### src/rtl/uart_echo_responder_if.sv
// Byte-delivery bundle from the UART receiver into the echo responder.
// master = receiver side (drives the byte), slave = responder side.
interface uart_echo_responder_if;
  logic [7:0] rx_msg;
  logic       rx_parity;
  logic       rx_complete;

  modport master (output rx_msg, rx_parity, rx_complete);
  modport slave  (input  rx_msg, rx_parity, rx_complete);
endinterface

### src/rtl/uart_echo_responder.sv
// Echoes each received byte on tx as start/8 data LSB-first/parity/stop; `UART_ECHO_PARITY_CHECK_EN filters bad-parity input.
// Latency: capture edge to start bit 2 cycles; frame 11*CLKS_PER_BIT cycles, one idle cycle between queued frames.
// Backpressure: none upstream; a byte arriving with the FIFO full and no same-edge pop is dropped and counted.
module uart_echo_responder #(
  parameter int CLKS_PER_BIT = 27,
  parameter int FIFO_DEPTH   = 4
) (
  input  logic                 clk_3125,
  input  logic                 reset,
  input  logic                 parity_type,
  uart_echo_responder_if.slave rx,
  output logic                 tx,
  output logic                 tx_done,
  output logic                 fifo_empty,
  output logic                 fifo_full,
  output logic [7:0]           overflow_cnt,
  output logic [7:0]           parity_err_cnt
);
  localparam int AW = (FIFO_DEPTH > 1) ? $clog2(FIFO_DEPTH) : 1;
  localparam int CW = (CLKS_PER_BIT > 1) ? $clog2(CLKS_PER_BIT) : 1;
  localparam logic [CW-1:0] BIT_LAST = CW'(CLKS_PER_BIT - 1);

  typedef enum logic [2:0] {S_IDLE, S_START, S_DATA, S_PARITY, S_STOP} state_t;

  state_t        state_q, state_d;
  logic [CW-1:0] bit_cnt_q, bit_cnt_d;
  logic [2:0]    bit_idx_q, bit_idx_d;
  logic [7:0]    byte_q, byte_d;
  logic          par_type_q, par_type_d;

  logic          rx_complete_q;
  logic [7:0]    mem_q [FIFO_DEPTH];
  logic [AW:0]   wr_ptr_q, rd_ptr_q;
  logic [7:0]    ovf_q;
  logic          capture, parity_ok, push, pop, bit_end;

  assign capture = rx.rx_complete & ~rx_complete_q;

`ifdef UART_ECHO_PARITY_CHECK_EN
  logic [7:0] perr_q;

  assign parity_ok      = ~(^rx.rx_msg ^ rx.rx_parity ^ parity_type);
  assign parity_err_cnt = perr_q;

  always_ff @(posedge clk_3125) begin
    if (reset) begin
      perr_q <= '0;
    end else if (capture && !parity_ok && perr_q != 8'hFF) begin
      perr_q <= perr_q + 8'd1;
    end
  end
`else
  logic unused_rx_parity;

  assign unused_rx_parity = rx.rx_parity;
  assign parity_ok        = 1'b1;
  assign parity_err_cnt   = '0;
`endif

  // Extra MSB on the pointers separates full from empty when the indices match.
  assign fifo_empty   = (wr_ptr_q == rd_ptr_q);
  assign fifo_full    = (wr_ptr_q[AW] != rd_ptr_q[AW]) &&
                        (wr_ptr_q[AW-1:0] == rd_ptr_q[AW-1:0]);
  assign pop          = (state_q == S_IDLE) && !fifo_empty;
  assign push         = capture && parity_ok && (!fifo_full || pop);
  assign overflow_cnt = ovf_q;

  always_ff @(posedge clk_3125) begin
    if (push) begin
      mem_q[wr_ptr_q[AW-1:0]] <= rx.rx_msg;
    end
  end

  always_ff @(posedge clk_3125) begin
    if (reset) begin
      rx_complete_q <= 1'b0;
      wr_ptr_q      <= '0;
      rd_ptr_q      <= '0;
      ovf_q         <= '0;
    end else begin
      rx_complete_q <= rx.rx_complete;
      if (push) wr_ptr_q <= wr_ptr_q + 1'b1;
      if (pop)  rd_ptr_q <= rd_ptr_q + 1'b1;
      if (capture && parity_ok && !push && ovf_q != 8'hFF) begin
        ovf_q <= ovf_q + 8'd1;
      end
    end
  end

  always_ff @(posedge clk_3125) begin
    if (reset) begin
      state_q    <= S_IDLE;
      bit_cnt_q  <= '0;
      bit_idx_q  <= '0;
      byte_q     <= '0;
      par_type_q <= 1'b0;
    end else begin
      state_q    <= state_d;
      bit_cnt_q  <= bit_cnt_d;
      bit_idx_q  <= bit_idx_d;
      byte_q     <= byte_d;
      par_type_q <= par_type_d;
    end
  end

  assign bit_end = (bit_cnt_q == BIT_LAST);

  always_comb begin
    state_d    = state_q;
    bit_cnt_d  = bit_cnt_q;
    bit_idx_d  = bit_idx_q;
    byte_d     = byte_q;
    par_type_d = par_type_q;
    tx         = 1'b1;
    tx_done    = 1'b0;
    if (state_q != S_IDLE) begin
      bit_cnt_d = bit_end ? '0 : bit_cnt_q + 1'b1;
    end
    case (state_q)
      S_IDLE: begin
        if (pop) begin
          byte_d     = mem_q[rd_ptr_q[AW-1:0]];
          par_type_d = parity_type;
          bit_cnt_d  = '0;
          bit_idx_d  = '0;
          state_d    = S_START;
        end
      end
      S_START: begin
        tx = 1'b0;
        if (bit_end) state_d = S_DATA;
      end
      S_DATA: begin
        tx = byte_q[bit_idx_q];
        if (bit_end) begin
          bit_idx_d = bit_idx_q + 1'b1;
          if (bit_idx_q == 3'd7) state_d = S_PARITY;
        end
      end
      S_PARITY: begin
        tx = ^byte_q ^ par_type_q;
        if (bit_end) state_d = S_STOP;
      end
      S_STOP: begin
        tx_done = bit_end;
        if (bit_end) state_d = S_IDLE;
      end
      default: state_d = S_IDLE;
    endcase
  end
endmodule

### src/flat_wrapper.sv
// flat-port wrapper written by rule: the top's interface ports become plain ports
module uart_echo_responder_flat 
#(
  parameter int CLKS_PER_BIT = 27,
  parameter int FIFO_DEPTH   = 4
)
  (clk_3125, reset, parity_type, tx, tx_done, fifo_empty, fifo_full, overflow_cnt, parity_err_cnt, rx_rx_msg, rx_rx_parity, rx_rx_complete);
  uart_echo_responder_if rx_i ();
  input  logic clk_3125;
  input  logic reset;
  input  logic parity_type;
  output logic tx;
  output logic tx_done;
  output logic fifo_empty;
  output logic fifo_full;
  output logic [7:0] overflow_cnt;
  output logic [7:0] parity_err_cnt;
  input wire logic [$bits(rx_i.rx_msg)-1:0] rx_rx_msg;
  input wire logic [$bits(rx_i.rx_parity)-1:0] rx_rx_parity;
  input wire logic [$bits(rx_i.rx_complete)-1:0] rx_rx_complete;
  assign rx_i.rx_msg = rx_rx_msg;
  assign rx_i.rx_parity = rx_rx_parity;
  assign rx_i.rx_complete = rx_rx_complete;
  uart_echo_responder #(.CLKS_PER_BIT(CLKS_PER_BIT), .FIFO_DEPTH(FIFO_DEPTH)) u_core (.clk_3125(clk_3125), .reset(reset), .parity_type(parity_type), .rx(rx_i), .tx(tx), .tx_done(tx_done), .fifo_empty(fifo_empty), .fifo_full(fifo_full), .overflow_cnt(overflow_cnt), .parity_err_cnt(parity_err_cnt));
endmodule
### config.mk
export PLATFORM = sky130hd
export DESIGN_NAME = uart_echo_responder_flat
export DESIGN_NICKNAME = d
export VERILOG_FILES = /design/src/rtl/uart_echo_responder_if.sv /design/src/rtl/uart_echo_responder.sv /design/src/flat_wrapper.sv
export SDC_FILE = /design/constraint.sdc
export NUM_CORES = 1
export LEC_CHECK = 0
export BUFFER_PORTS_ARGS = -buffer_cell sky130_fd_sc_hd__buf_2
export CORE_MARGIN = 4
export CORE_UTILIZATION = 40
export CTS_BUF_LIST = sky130_fd_sc_hd__clkbuf_8
export CTS_CLUSTER_DIAMETER = 50
export DETAILED_ROUTE_END_ITERATION = 10
export SETUP_SLACK_MARGIN = 0.05
export SLEW_MARGIN = 40
export SYNTH_ARGS = -nofsm -noshare
export SYNTH_HDL_FRONTEND = slang
export SYNTH_SLANG_ARGS = --single-unit
### constraint.sdc
create_clock -name clk_3125 -period 2.8 [get_ports clk_3125]
set_clock_uncertainty 0.1 [all_clocks]
set_input_delay 0.56 -clock clk_3125 [delete_from_list [all_inputs] [get_ports clk_3125]]
set_output_delay 0.56 -clock clk_3125 [all_outputs]
set_load 0.02 [all_outputs]
; Yosys cells after proc, flatten, opt, wreduce, memory -nomap -nowiden
; Memory sizes are Yosys's and may differ from the RTL's. A register that Yosys moved wholly into a read port is not among the register bits.
; Cells that the tools add are included.
[op_classes]
n_addsub = 5
multipliers = 0
div_mod_pow = 0
n_lt_le_gt_ge = 1
eq_ne = 16
shift = 0
n_mux = 20
bitwise_logic = 3
n_reduce_logical = 16
[op_table]
columns = operator, count
row1 = 3-bit 2-to-1 mux, 8
row2 = 5-bit 2-to-1 mux, 4
row3 = 3-bit one-hot mux with 5 select lines, 1
row4 = 2-bit by 1-bit != test with 1-bit output (second input constant), 6
row5 = 3-bit by 1-bit adder with 3-bit output (second input constant), 3
row6 = 8-bit by 1-bit adder with 8-bit output (second input constant), 1
row7 = 8-bit != test (second input constant), 1
row8 = 8-bit parity, 1
row9 = 3-bit by 2-bit == test with 1-bit output (second input constant), 2
row10 = 3-bit == test (second input constant), 2
row11 = 3-bit one-hot mux with 2 select lines, 1
row12 = 6-bit AND reduction, 1
row13 = 5-bit by 1-bit adder with 5-bit output (second input constant), 1
row14 = 5-bit == test (second input constant), 1
row15 = 1-bit logical AND, 5
row16 = 3-bit by 4-bit < comparator with 1-bit output (second input constant), 1
row17 = 1-bit 2-to-1 mux, 4
row18 = 1-bit binary-select mux with 3-bit select, 1
row19 = 3-bit by 1-bit == test with 1-bit output (second input constant), 1
row20 = 3-bit == test, 1
row21 = 1-bit logical NOT, 3
row22 = 3-bit logical NOT, 1
row23 = 1-bit one-hot mux with 3 select lines, 1
row24 = 3-bit AND reduction, 1
row25 = 9 further kinds, 9
[word_totals]
register_bits = 27
latchBits = 0
ramBits = 32
mem_bits_ro = 0
in_bits = 13
out_inout_bits = 20
word_cells = 70
mem_count = 1
[memory_table]
columns = memory, depth, width, rd, rd_ports_with_merged_regs, write_ports, line
row1 = u_core.mem_q, 4, 8, 1, 1, 1, uart_echo_responder.sv:32  ; logic [7:0] mem_q [FIFO_DEPTH];

; Depth between registers and ports, before layout
; Gate-level depths: netlist (run 1).
[depth]
ltp_word = 8
depth_mapped = 7
mapped_depth_nobuf = 6

; Worst setup path after synthesis (run 1)
; Ideal clock, no wire load.
[synth_timing]
path_type = register -> output
startpoint = reg u_core.byte_q[4] (read register of u_core.mem_q)
endpoint = out tx
arrival_time_ps = 1421
slack_ps = 719
path_stages_with_launch = 4
path_buffers = 0
path_cell_list = dfxtp_1 xnor2_1 xnor3_1 a211oi_1
[synth_via]
elab_chain_cells = 3
word_cells_on_any_way = 5
cone_classes = mux (3) / bitwise (1) / reduce/logical (1)
[synth_rtl]
columns = item, line
row1 = from (decl), uart_echo_responder.sv:28  ; logic [7:0] byte_q, byte_d;
row2 = 1-bit binary-select mux with 3-bit select / 8-bit parity (equally long branches), "uart_echo_responder.sv:134, uart_echo_responder.sv:141"
row3 = 1-bit 2-to-1 mux (implied by the code) / 1-bit bitwise XOR (equally long branches), "uart_echo_responder.sv:134, uart_echo_responder.sv:141"
row4 = 1-bit one-hot mux with 3 select lines *, uart_echo_responder.sv:119  ; case (state_q)
row5 = to (decl), flat_wrapper.sv:12  ; output logic tx;
; Mark *: on every way between the ends. The rest lies on a longest branch, timed or not. The select of a mux whose other input is x is not followed.

; Worst setup path in the final report (run 1)
[layout_timing]
startpoint = reg u_core.bit_idx_q[2]
endpoint = out tx
[layout_via]
elab_chain_cells = 3
[layout_rtl]
columns = item, line
row1 = from (decl), uart_echo_responder.sv:27  ; logic [2:0] bit_idx_q, bit_idx_d;
row2 = from (signal assigned), uart_echo_responder.sv:100  ; bit_idx_q <= bit_idx_d;
row3 = 1-bit binary-select mux with 3-bit select, uart_echo_responder.sv:134  ; tx = byte_q[bit_idx_q];
row4 = 1-bit 2-to-1 mux (implied by the code), uart_echo_responder.sv:134
row5 = 1-bit one-hot mux with 3 select lines, uart_echo_responder.sv:119
; No other way between the ends. The select of a mux whose other input is x is not followed.

==> results of run 1 <==
flip-flops by register name, summed over array words and instances (netlist names):
signal	count
u_core.bit_cnt_q	5
u_core.bit_idx_q	3
u_core.byte_q	8
u_core.mem_q	32
u_core.overflow_cnt	8
u_core.par_type_q	1
u_core.rd_ptr_q	3
u_core.rx_complete_q	1
u_core.state_q	3
u_core.wr_ptr_q	3
layout by cell type (no fill, tap or decap), drive strengths merged, types with 5 or more instances in the layout:
cell type | synthesis | routed
clkbuf | 9 | 9
mux4 | 10 | 10
dfxtp | 35 | 35
nor2 | 17 | 17
nand2b | 6 | 6
edfxtp | 32 | 32
inv | 7 | 11
or3 | 5 | 5
a21oi | 20 | 20
conb | 1 | 8
xnor2 | 9 | 9
ha | 10 | 10
nor2b | 5 | 5
nand2 | 29 | 29
o21ai | 6 | 6
nor3 | 8 | 8
buf | 12 | 28
xor2 | 8 | 8
metal layers:
| layer | vias up | share of wire (%) | global-route usage, % |
|---|---|---|---|
| li1 | 1039 | - | - |
| met1 | 938 | 48 | 16.0 |
| met2 | 29 | 47 | 20.5 |
| met3 | 7 | 3.5 | 4.26 |
| met4 | 0 | 1.2 | 3.86 |
| met5 | - | 0 | 0 |
kinds of logic (layout without fill, tap and decap cells):
group                    Yosys count  after routing  share of synthesized area (%)
AND/OR/NAND/NOR                   96             96                           15.7
flip-flops                        67             67                           53.0
AO/OA/AOI/OAI                     41             41                           7.95
buffers and inverters             28             51                           4.55
XOR/XNOR                          18             18                           5.71
multiplexers                      15             15                           8.91
adder cells (fa/ha/maj)           10             10                           3.99
other                              1              8                          0.120
path summary, 6_finish.rpt:
check                                             from                      to  slack, ns  cells after the start
worst max-delay path               u_core.bit_idx_q[2]                      tx       0.25                      5
worst min-delay path                      rx_rx_msg[1]      u_core.mem_q[1][1]       0.33                      1
worst max register to register       u_core.state_q[2]      u_core.mem_q[2][0]       0.58                      3
worst min register to register  u_core.overflow_cnt[6]  u_core.overflow_cnt[6]       0.37                      2
worst reg2reg max path: stages, from the launching register on:
cell and delay [ns]:
dfxtp_1 0.38, or3_1 0.52, a41oi_2 0.40, and2_1 0.47
cell type report:
cell class                 instances  area, sq um
timing repair buffer              28          153
tap                              102          128
clock inverter                     7         81.3
clock buffer                       9          124
inverter                           7         26.3
sequential                        67         1660
fill                             732         4160
multi-input combinational        188         1360
where the power goes:
| part | total (mW) | internal, mW | switching [mW] |
|---|---|---|---|
| Combinational | 0.737 | 0.341 | 0.396 |
| Clock | 0.830 | 0.425 | 0.405 |
| Sequential | 1.21 | 1.12 | 0.0867 |
| Total | 2.77 | 1.89 | 0.888 |
through the flow:
stage	setup slack (ns)	hold WS, ns	power [mW]
final	0.252	0.333	2.77
after global routing	0.107	0.317	2.96
after CTS	0.218	0.315	2.81
after detailed placement	0.533	0.363	1.97
after global placement	0.530	0.357	1.97
after floorplan	0.719	0.348	1.80
==> summary.md, run 1 <==
| Metric | Value |
|---|---|
| First-iteration detailed-routing DRC count | 49 |
| Fmax achieved | 0.392 GHz |
| Pwr Density | 786 nW/um^2 |
| Die W | 96.5 um |
| Slowest stage delay, CP | 0.51 ns |
| Row cnt | 32 |
| Detailed placement HPWL | 3.62 mm |
| Syn_area_per_cell | 11.4 sq um |
| Critical setup path kind | flip-flop to primary output |
| Final setup viols | 0 |
| Die Height | 96.5 um |
| Drt first pass iters | 4 |
| Netlist cell types | 42 |
| Primary FF master, synth | dfxtp_1 |
| Core ar. | 7690 sq um |
| CP Data Arrival Time | 1.89 ns |
| Crit path max-delay family | multiplexers |
| Setup TNS | 0 ns |
| Pin count of the biggest net entering global routing | 38 |
| Synthesis Warnings | 0 |
| Via count | 2,013 |
| Drc violations | 0 |
| # hold bufs at CTS | 0 |
| Residual overflow from global routing | 0 |
| CTS max path bufs | 2 |
| Unrepaired setup endpoints after global routing | false |
| Largest area contributor in the netlist | edfxtp_1 |
| Initial antenna violation count | 0 |
| Antenna Diode Count | 0 |
| Routed Wire Length | 5.28 mm |
| Most frequent cell after synthesis | dfxtp_1 |
| CTS tree | done |
| Post-Place Cells | 392 |
| Crit-path max FO | 5 |
| Number of port buffers | 23 |
| Slew Limit Headroom | 54.4% |
| Yosys reg bits | 67 |
| Area of the mapped netlist | 3130 sq um |
| CP Buf/Inv Count | 1 |
| Post-DP Area | 3320 sq um |
| Starting Density | 40.8% |
| Status | finished, final reports clean |
| LEAKAGE | 1.28 nW |
| Cell Chain, Critical Path | mux4_2 -> mux2_2 -> o22ai_1 -> a211oi_1 -> buf_2 |
| Final period utilization | 91.0% |
| Global-route wire length before repair | 8.94 mm |
| Startpoint types | flip-flop |
| Overall Global Routing Usage | 12.6% |
| CTS H-tree depth | 3 |
| Worst hold path class | input pin to flip-flop |
| Synth top area cells | edfxtp_1, dfxtp_1, mux4_2 |
| Die ar. | 9310 sq um |
| Most instantiated cells after synthesis | dfxtp_1, edfxtp_1, nand2_1 |
| Slowest CP cell | mux4_2 |
| Data required, critical path | 2.14 ns |
| Cell area after layout | 3530 sq um |
| Final Hold Viols | 0 |
| Vias per inst | 4.93 |
| Root buf cell | clkbuf_8 |
| Worst skew pair latency | 0.34 ns |
| Final min period | 2.55 ns |
| Vias in the first global route | 1,924 |
| Max Slew Vio Count | 0 |
| # Post-CTS Setup Buffers | 0 |
| TritonCTS Sinks | 67 |
| Final net count | 324 |
| GP Congestion | 0.733 |
| Max-cap violations | 0 |
| Slew @ Worst Pin | 0.685 ns |
| Peak supply drop | 371 uV |
| CTS buffer count | 9 |
| Clock-pin transition on the worst setup and hold timing paths | 0.08 ns |
| Fin cells | 408 |
| Yosys top cell area share | 30.7% |
| Routed len/inst | 12.9 um |
| DRT antenna net count | 0 |
| Area Growth Syn to Fin | 12.6% |
| Final core occ | 45.9% |
| Post-Syn Instances | 276 |
| Worst setup EP type | primary output |
| I/O pin total | 33 |
| Resize count post-CTS | 0 |
| Sequential share of the synthesized area | 53.0% |
| Post-synthesis async set-or-reset flop share | 0% |
| Share of cells above drive strength 1 | 19.6% |
| Number of synthesized flops with an enable pin | 32 |
No activity file was read; power rests on OpenSTA's default activity.
==> run 2: changes to the inputs <==
--- a/config.mk
+++ b/config.mk
@@ -7,7 +7,7 @@
 export LEC_CHECK = 0
 export BUFFER_PORTS_ARGS = -buffer_cell sky130_fd_sc_hd__buf_2
 export CORE_MARGIN = 4
-export CORE_UTILIZATION = 40
+export CORE_UTILIZATION = 30
 export CTS_BUF_LIST = sky130_fd_sc_hd__clkbuf_8
 export CTS_CLUSTER_DIAMETER = 50
 export DETAILED_ROUTE_END_ITERATION = 10
@@ -16,3 +16,4 @@
 export SYNTH_ARGS = -nofsm -noshare
 export SYNTH_HDL_FRONTEND = slang
 export SYNTH_SLANG_ARGS = --single-unit
+export TNS_END_PERCENT = 5
==> summary.md, run 2 (same netlist as run 1, synthesis figures left out) <==
| Metric | Value |
|---|---|
| Status | finished, final reports clean |
| Hold Path Stages | 1 |
| Detailed placement HPWL | 3.81 mm |
| Setup TNS | 0 ns |
| R2r worst-path depth | 4 |
| Slew Limit Headroom | 54.9% |
| Root buf cell | clkbuf_8 |
| RR Startpoint | u_core.state_q[2] |
| GP Congestion | 0.731 |
| Footprint of the multi-input gates | 1360 sq um |
| Resize count post-CTS | 0 |
| TritonCTS Sinks | 67 |
| CTS H-tree depth | 3 |
| Number of flip-flops in the largest register | 32 |
| Max-cap violations | 0 |
| I/O pin total | 33 |
| CTS tree | done |
| Peak supply drop | 288 uV |
| LEAKAGE | 1.28 nW |
| Antenna Diode Count | 0 |
| Final setup viols | 0 |
| Hold_sp | rx_rx_msg[0] |
| # hold bufs at CTS | 0 |
| Pwr Density | 775 nW/um^2 |
| CTS buffer count | 9 |
| Final core occ | 34.9% |
| Starting Density | 30.6% |
| First-iteration detailed-routing DRC count | 58 |
| Via count | 2,044 |
| Vias in the first global route | 2,002 |
| Initial antenna violation count | 0 |
| Design Power | 2.77 mW |
| Core ar. | 10,200 sq um |
| Residual overflow from global routing | 0 |
| # Post-CTS Setup Buffers | 0 |
| Final min period | 2.57 ns |
| Sequential cell area | 1660 sq um |
| R2r setup slk | 0.55 ns |
| Die W | 110 um |
| CTS max path bufs | 2 |
| Final Hold Viols | 0 |
| Number of port buffers | 23 |
| Drc violations | 0 |
| Worst hold path class | input pin to flip-flop |
| RR Endpoint | u_core.overflow_cnt[0] |
| Startpoint types | flip-flop |
| Fmax achieved | 0.389 GHz |
| Commonest cells after routing, fill and taps aside | dfxtp_1, edfxtp_1, nand2_1 |
| Max Slew Vio Count | 0 |
| Final period utilization | 91.8% |
| Critical setup path kind | flip-flop to primary output |
| Overall Global Routing Usage | 10.0% |
| Die Height | 110 um |
| # fillers | 1,029 |
| Most common cell after layout, fill and taps aside | dfxtp_1 |
| Global-route wire length before repair | 9.38 mm |
| Routed len/inst | 12.6 um |
| Worst skew pair latency | 0.34 ns |
| Data required, critical path | 2.14 ns |
| Drt first pass iters | 4 |
| CP Data Arrival Time | 1.91 ns |
| Hold endpoint | u_core.mem_q[2][0] |
| Slew @ Worst Pin | 0.677 ns |
| Die ar. | 12,100 sq um |
| DRT antenna net count | 0 |
| Vias per inst | 4.62 |
| Area Growth Syn to Fin | 13.9% |
| Row cnt | 37 |
| Worst Setup SP | u_core.bit_idx_q[2] |
| Routed Wire Length | 5.55 mm |
| Unrepaired setup endpoints after global routing | false |
| Share of cells above drive strength 1 | 19.6% |
| Final net count | 324 |
| Crit-path max FO | 5 |
| Clock-pin transition on the worst setup and hold timing paths | 0.08 ns |
| Pin count of the biggest net entering global routing | 38 |
| Worst setup EP type | primary output |
[run 2: changes by cell type in the layout (fill, tap and decap cells not counted)]
cell	previous run	this run
clkinv_2	0	1
inv_8	0	1
inv_6	4	3
clkinv_4	1	0
[run 2: per-stage QoR]
stage | area, sq um | setup WS (ns) | hold WS (ns) | cells
floorplan | 3160 | 0.719 | 0.348 | 283
global placement | 3370 | 0.536 | 0.359 | 426
detailed placement | 3370 | 0.535 | 0.362 | 426
CTS | 3570 | 0.174 | 0.310 | 442
global route | 3570 | 0.0987 | 0.316 | 442
finish | 3570 | 0.230 | 0.329 | 442
[run 2: how the worst max path moves through the flow]
stage | slack [ns] | endpoint
final | 0.23 | tx
after global routing | 0.1 | tx
after CTS | 0.17 | tx
after detailed placement | 0.54 | u_core.mem_q[3][0]
after global placement | 0.54 | u_core.mem_q[3][0]
after floorplan | 0.72 | tx
[run 2: routing by layer]
metal  GRT usage (%)  vias up  share of wire [%]  routed length [um]
met4            3.52        0                1.5                  86
met1            12.4      970                 47                2610
met5               0        -                  0                   0
li1                -     1031                  -                   -
met3            3.55        9                4.7                 261
met2            16.2       34                 47                2590
[run 2: area by class of cell]
type / count / share of cell area, %
Clock inverter: 7 / 2.24
Sequential cell: 67 / 46.5
Inverter: 7 / 0.736
Multi-Input combinational cell: 188 / 38.0
Tap cell: 136 / 4.77
Timing Repair Buffer: 28 / 4.28
Clock buffer: 9 / 3.47
[run 2: power by group]
group / internal [mW] / total (mW) / switching [mW] / leakage, nW
combinational: 0.342 / 0.743 / 0.402 / 0.602
clock: 0.425 / 0.822 / 0.397 / 0.103
sequential: 1.12 / 1.20 / 0.0822 / 0.577
[run 2: worst max-delay path, stage by stage, from the launching register on]
cell	delay, ns
dfxtp_1	0.45
mux4_2	0.53
mux2_2	0.27
o22ai_1	0.10
a211oi_1	0.06
buf_2	0.16
